## config.mk

```make
export PLATFORM = sky130hd
export DESIGN_NAME = draw_arbiter
export DESIGN_NICKNAME = d
export VERILOG_FILES = /design/src/rtl/draw_arbiter.sv
export SDC_FILE = /design/constraint.sdc
export NUM_CORES = 1
export LEC_CHECK = 0
export BUFFER_PORTS_ARGS = -buffer_cell sky130_fd_sc_hd__buf_2
export CAP_MARGIN = 20
export CORE_MARGIN = 2
export CORE_UTILIZATION = 35
export CTS_BUF_LIST = sky130_fd_sc_hd__clkbuf_8 sky130_fd_sc_hd__clkbuf_16
export CTS_CLUSTER_DIAMETER = 30
export DETAILED_ROUTE_END_ITERATION = 7
export PLACE_DENSITY = 0.73
export SYNTH_ARGS = -nofsm -noshare
export SYNTH_HDL_FRONTEND = slang
export SYNTH_SLANG_ARGS = --single-unit
```

## constraint.sdc

```tcl
create_clock -name clk -period 5.4 [get_ports clk]
set_clock_uncertainty 0.1 [all_clocks]
set_input_delay 0.81 -clock clk [delete_from_list [all_inputs] [get_ports clk]]
set_output_delay 0.81 -clock clk [all_outputs]
set_load 0.02 [all_outputs]
```

## src/rtl/draw_arbiter.sv

```systemverilog
// draw_arbiter: round-robin owner of the single VGA plot port, held until the owner's last pixel.
// Optional hold watchdog built only when DRAW_ARB_WATCHDOG_EN is defined.
module draw_arbiter #(
    parameter int NUM_REQ  = 3,
    parameter int X_W      = 8,
    parameter int Y_W      = 7,
    parameter int COL_W    = 3,
    parameter int MAX_HOLD = 255
) (
    input  logic                       clk,
    input  logic                       resetn,
    input  logic [NUM_REQ-1:0]         req,
    input  logic [NUM_REQ-1:0]         pix_valid,
    input  logic [NUM_REQ-1:0]         pix_last,
    input  logic [NUM_REQ*X_W-1:0]     x_in,
    input  logic [NUM_REQ*Y_W-1:0]     y_in,
    input  logic [NUM_REQ*COL_W-1:0]   col_in,
    output logic [NUM_REQ-1:0]         grant,
    output logic [$clog2(NUM_REQ)-1:0] owner,
    output logic                       busy,
    output logic [X_W-1:0]             plot_x,
    output logic [Y_W-1:0]             plot_y,
    output logic [COL_W-1:0]           plot_col,
    output logic                       plot_en,
    output logic                       timeout
);

    localparam int OW = $clog2(NUM_REQ);

    typedef enum logic [1:0] {
        S_IDLE,
        S_ARB,
        S_GRANT,
        S_REL
    } state_e;

    state_e         state_q, state_d;
    logic [OW-1:0]  owner_q, owner_d;
    logic [OW-1:0]  rr_q, rr_d;
    logic [OW-1:0]  pick;
    logic           pick_vld;
    int             scan_idx;

    logic           own_valid;
    logic           own_last;
    logic           own_req;
    logic           own_done;
    logic           accept;
    logic           wd_hit;

    logic [X_W-1:0]   sel_x, plot_x_q;
    logic [Y_W-1:0]   sel_y, plot_y_q;
    logic [COL_W-1:0] sel_col, plot_col_q;
    logic             plot_en_q;

    // First set request at or above rr_q, wrapping modulo NUM_REQ.
    always_comb begin
        pick     = '0;
        pick_vld = 1'b0;
        scan_idx = 0;
        for (int i = 0; i < NUM_REQ; i++) begin
            scan_idx = (int'(rr_q) + i) % NUM_REQ;
            if (!pick_vld && req[scan_idx]) begin
                pick_vld = 1'b1;
                pick     = OW'(scan_idx);
            end
        end
    end

    assign own_valid = pix_valid[owner_q];
    assign own_last  = pix_last[owner_q];
    assign own_req   = req[owner_q];
    assign own_done  = own_valid && own_last;

    assign sel_x   = x_in[int'(owner_q)*X_W +: X_W];
    assign sel_y   = y_in[int'(owner_q)*Y_W +: Y_W];
    assign sel_col = col_in[int'(owner_q)*COL_W +: COL_W];

    always_comb begin
        state_d = state_q;
        owner_d = owner_q;
        rr_d    = rr_q;
        accept  = 1'b0;
        unique case (state_q)
            S_IDLE: begin
                if (|req) state_d = S_ARB;
            end
            S_ARB: begin
                if (pick_vld) begin
                    state_d = S_GRANT;
                    owner_d = pick;
                end else begin
                    state_d = S_IDLE;
                end
            end
            S_GRANT: begin
                // A last pixel wins over abort and watchdog and is still plotted.
                if (own_done) begin
                    accept  = 1'b1;
                    state_d = S_REL;
                end else if (!own_req || wd_hit) begin
                    state_d = S_REL;
                end else begin
                    accept = own_valid;
                end
            end
            S_REL: begin
                state_d = S_IDLE;
                rr_d    = (int'(owner_q) == NUM_REQ - 1) ? '0 : owner_q + 1'b1;
            end
            default: state_d = S_IDLE;
        endcase
    end

    always_ff @(posedge clk or negedge resetn) begin
        if (!resetn) begin
            state_q <= S_IDLE;
            owner_q <= '0;
            rr_q    <= '0;
        end else begin
            state_q <= state_d;
            owner_q <= owner_d;
            rr_q    <= rr_d;
        end
    end

    always_ff @(posedge clk or negedge resetn) begin
        if (!resetn) begin
            plot_x_q   <= '0;
            plot_y_q   <= '0;
            plot_col_q <= '0;
            plot_en_q  <= 1'b0;
        end else begin
            plot_en_q <= accept;
            if (accept) begin
                plot_x_q   <= sel_x;
                plot_y_q   <= sel_y;
                plot_col_q <= sel_col;
            end
        end
    end

`ifdef DRAW_ARB_WATCHDOG_EN
    localparam int HW = $clog2(MAX_HOLD + 1);

    logic [HW-1:0] hold_q, hold_d;
    logic          timeout_q;

    // Counts GRANT cycles; zero on the first cycle of each grant.
    assign hold_d = (state_q == S_GRANT) ? hold_q + 1'b1 : '0;
    assign wd_hit = (state_q == S_GRANT) && (hold_q == HW'(MAX_HOLD - 1));

    always_ff @(posedge clk or negedge resetn) begin
        if (!resetn) begin
            hold_q    <= '0;
            timeout_q <= 1'b0;
        end else begin
            hold_q    <= hold_d;
            timeout_q <= wd_hit && own_req && !own_done;
        end
    end

    assign timeout = timeout_q;
`else
    assign wd_hit  = 1'b0;
    assign timeout = 1'b0;
`endif

    always_comb begin
        grant = '0;
        if (state_q == S_GRANT) grant[owner_q] = 1'b1;
    end

    assign owner    = owner_q;
    assign busy     = (state_q == S_GRANT);
    assign plot_x   = plot_x_q;
    assign plot_y   = plot_y_q;
    assign plot_col = plot_col_q;
    assign plot_en  = plot_en_q;

endmodule

```

==> run summary <==
The type of the setup path with the least slack is reg -> reg. The data required time at the worst endpoint came out at ~5.5 ns. Once placement finished, the instance area stood at roughly 2100 um2. The starting density of the core came out at 35.79%. The overall power of the completed layout came out at between 1 and 1.5 mW. The TritonCTS buffer count is 3. In the post-synthesis netlist, the cell with the most instances is sky130_fd_sc_hd__dfrtp_1. The clock-pin transition on the worst setup and hold timing paths is 0.09 ns. The worst-case clock buffer depth came out at 2. For this run, the slowest stage of the critical path takes about 0.86 ns. The number of DRC markers in iteration 0 came out at 49. The min-delay analysis places its worst path in the category reg -> reg. The worst IR drop on VDD came out at 0.3166 mV. The clock insertion delay at the later pin of the skew report came out at 0.26 ns. The hold buffer count at cts is 0. Setup repair after global routing left no endpoint under its margin. By count the netlist is led by sky130_fd_sc_hd__dfrtp_1 (25), sky130_fd_sc_hd__mux2i_1 (23), sky130_fd_sc_hd__nand2_1 (23). The via count of the first global-routing pass is 1363.

The worst setup path is captured at a flop. The critical path arrival is 3.13 ns. The first-pass iteration count of the detailed router is 4. The register-to-register setup slack came out at between 2 and 2.5 ns.

The global-route wire length before repair is 6.099 mm. Walking the worst path, the cells encountered are nor2b_4, a2bb2oi_1, a211oi_4, buf_8, mux2_2. The share of synthesized registers carrying an async set or reset came out at 100.0%. From bottom edge to top edge, the die measures 73.03 um. The final routed wire length divided by cell count is 13.45 um. The maximum level of the CTS H-tree came out at 1.

The setup slack at placement is ~2.1 ns. The leading area contributor after synthesis is sky130_fd_sc_hd__dfrtp_1. The synthesis-stage register bit count is 25. Post-CTS repair changed the size of 0 cells. The final weighted congestion of routability-driven global placement came out at 0.8667. The clock sink count came out at 25. The multi-input gate area in the final layout came out at 957.2 um2. The root buffer cell is sky130_fd_sc_hd__clkbuf_8. Synthesis produced 164 cells. Across the whole layout, storage elements account for 625.6 um2. After layout, the worst setup slack is 2.331 ns. The cell row count came out at 25. The number of vias in the routed layout is 1504. The highest clock rate is 325.9 MHz. The pin count of the biggest net entering global routing is 29. After the last flow step, the layout net total stands at 317. In this run the tightest slew margin relative to its limit is roughly half. The final total negative setup slack came out at 0 ns. The ratio of cells with drive above 1 in the final layout came out at between 40% and 50%. The yosys synthesis warning count came out at 0. The final non-filler cell area is 2190 um2.

The clock share of power is 9.8%. The slew at the pin closest to its max-slew limit came out at 0.7779 ns. By area the synthesized netlist is led by sky130_fd_sc_hd__dfrtp_1 (38%), sky130_fd_sc_hd__mux2i_1 (14%), sky130_fd_sc_hd__mux2_4 (8.1%), sky130_fd_sc_hd__mux2_2 (6.8%), sky130_fd_sc_hd__o21ai_0 (5.7%). On the critical path, the stage with the largest delay is an instance of sky130_fd_sc_hd__dfrtp_1. The number of antenna repair diodes came out at 0. The width of the chip came out at 73.03 um. The kind of start point of the critical path is a flop.

The count of antenna-violating nets left after detailed routing is 0. The sequential element share of the synthesized area came out at 37.51%. The power per cell area came out at approximately 530 nW/um2. The final routed wirelength across all metal layers came out at 4.063 mm. The fraction of post-synthesis cell area in the top cell type by area is 37.51%.

The internal power component is 643.3 uW. After layout, the minimum clock period comes to 3.069 ns. The number of enable-type register cells in the synthesized netlist came out at 0. The combinational share of power came out at 60.4%. The layout filler cell count is 451.

The remaining design rule violation count is 0. The instance count after placement with tap cells included is 297. The net count after synthesis is 232. The largest fanout of any net on the critical path is 28.

The part of the total power dissipated in sequential elements came out at 29.8%. The leakage power summed over all cells is 1.143 nW. The post-synthesis average cell area is 10.17 um2. The total count of hold-check failures in the final report came out at 0.

The HPWL after detailed placement is slightly above 3 mm. Net switching is 44.25% of the power. Excluding fillers, the count of instances in the completed layout stands at a little over 300.

The mapped netlist covers 1668 um2. The max-capacitance violation count came out at 0. The final number of setup-violating endpoints came out at 0. The overflow left after global routing is 0. The flow ran to the end, and the final reports show no timing, DRC or antenna violations. Of the available clock period, the critical path in the final layout requires 56.83%. The net switching component of the power is 510.5 uW. After floorplanning, the core was sized to cover 4661 um2. The count of pins over their slew limit is 0. The buffer count from post-CTS setup fixing came out at 0.

The most used flip-flop cell after synthesis is sky130_fd_sc_hd__dfrtp_1. The distinct cell type count after synthesis came out at 33. During I/O placement, the number of pins put on the boundary was 91.

Dividing the detail-routed via count by the number of cells gives 4.980. The floorplan die area is 5333 um2. The number of I/O port buffers is 89. The TritonCTS clock tree is yes. For this run, the total global-route usage over all layers was measured as 14.52%. The number of antenna violations at the first check in global routing came out at 0. The area overhead of the layout relative to synthesis is 31.28%.
layout by cell type, fill, tap and decap left out:
cell type	count
sky130_fd_sc_hd__o31a_1	1
sky130_fd_sc_hd__o22ai_1	1
sky130_fd_sc_hd__nor3b_1	2
sky130_fd_sc_hd__inv_1	6
sky130_fd_sc_hd__o21ai_0	19
sky130_fd_sc_hd__mux2i_1	23
sky130_fd_sc_hd__o32a_1	2
sky130_fd_sc_hd__nand3b_1	1
sky130_fd_sc_hd__nor4_1	1
sky130_fd_sc_hd__o31ai_1	1
sky130_fd_sc_hd__a211oi_4	1
sky130_fd_sc_hd__nor2_1	3
sky130_fd_sc_hd__nor2b_4	1
sky130_fd_sc_hd__mux2_2	10
sky130_fd_sc_hd__clkbuf_8	3
sky130_fd_sc_hd__a21oi_1	3
sky130_fd_sc_hd__buf_8	1
sky130_fd_sc_hd__clkinvlp_4	1
sky130_fd_sc_hd__buf_2	89
sky130_fd_sc_hd__a211oi_1	2
sky130_fd_sc_hd__mux2_4	9
sky130_fd_sc_hd__nor2b_1	1
sky130_fd_sc_hd__a2bb2oi_2	1
sky130_fd_sc_hd__a2bb2oi_1	2
sky130_fd_sc_hd__buf_4	1
sky130_fd_sc_hd__ha_1	3
sky130_fd_sc_hd__conb_1	1
sky130_fd_sc_hd__nor3_1	3
sky130_fd_sc_hd__dfrtp_1	25
sky130_fd_sc_hd__or2_2	1
sky130_fd_sc_hd__o221ai_1	1
sky130_fd_sc_hd__nand2b_1	5
sky130_fd_sc_hd__o311a_1	1
sky130_fd_sc_hd__nand2_1	23
power by group through the flow:
stage / clock, mW / sequential, mW / combinational [mW]
floorplan: 0 / 0.398 / 0.472
global placement: 0 / 0.345 / 0.682
detailed placement: 0 / 0.346 / 0.699
CTS: 0.117 / 0.344 / 0.700
global route: 0.124 / 0.358 / 0.759
finish: 0.113 / 0.344 / 0.697
logic make-up after synthesis:
group,after synthesis,share of synthesized area (%)
DFF,25,37.51
and+or+nand+nor,41,11.93
buffers and inverters,17,5.101
muxes,42,28.66
other,1,0.2248
adders and majority gates,3,2.251
AOI/OAI and AO/OA,35,14.33
metrics by stage:
step | utilization, % | hold WS [ns]
after floorplan | - | 0.4012
after global placement | 45.61 | 0.3858
after detailed placement | 45.61 | 0.3897
after CTS | 46.66 | 0.4116
after global routing | 46.98 | 0.4201
final | 46.98 | 0.4094
critical path, delay by kind of cell, from the launching register on:
family	cells	cell delay, ns
flops	1	0.86
buf+inv	1	0.24
simple gates	1	0.60
mux	1	0.34
compound gates	2	0.82
registers in the layout, summed over array words and instances, names as in the netlist, named ones only:
| register | count |
|---|---|
| state_q | 1 |
| rr_q | 2 |
| plot_x | 8 |
| plot_en | 1 |
| owner | 2 |
| plot_col | 3 |
| plot_y | 7 |
area by class of cell:
cell class              instances  share of cell area (%)
clock inverters                 1                  0.3429
multi-input cells             122                   43.71
clock buffers                   3                   1.886
flip-flops and latches         25                   28.57
well taps                      54                   3.086
inverters                       6                   1.029
repair buffers                 91                   21.37
path summary, 6_finish.rpt:
path | start | endpoint | cells past startpoint
max | owner[0] | plot_x[5] | 5
min | plot_y[6] | plot_y[6] | 1
max reg2reg | owner[0] | plot_x[5] | 5
min reg2reg | plot_y[6] | plot_y[6] | 1
max in group asynchronous | resetn | plot_y[4] | 1
min in group asynchronous | resetn | plot_x[2] | 1
layer usage:
metal / wire [um] / part of all wire, % / GRT usage [%]
met5: 0 / 0 / 0
met4: 38 / 0.94 / 4.527
met3: 364 / 9.0 / 3.453
met2: 1904 / 47 / 23.22
met1: 1757 / 43 / 19.38
Note: power is estimated with default switching activity, not from simulation.
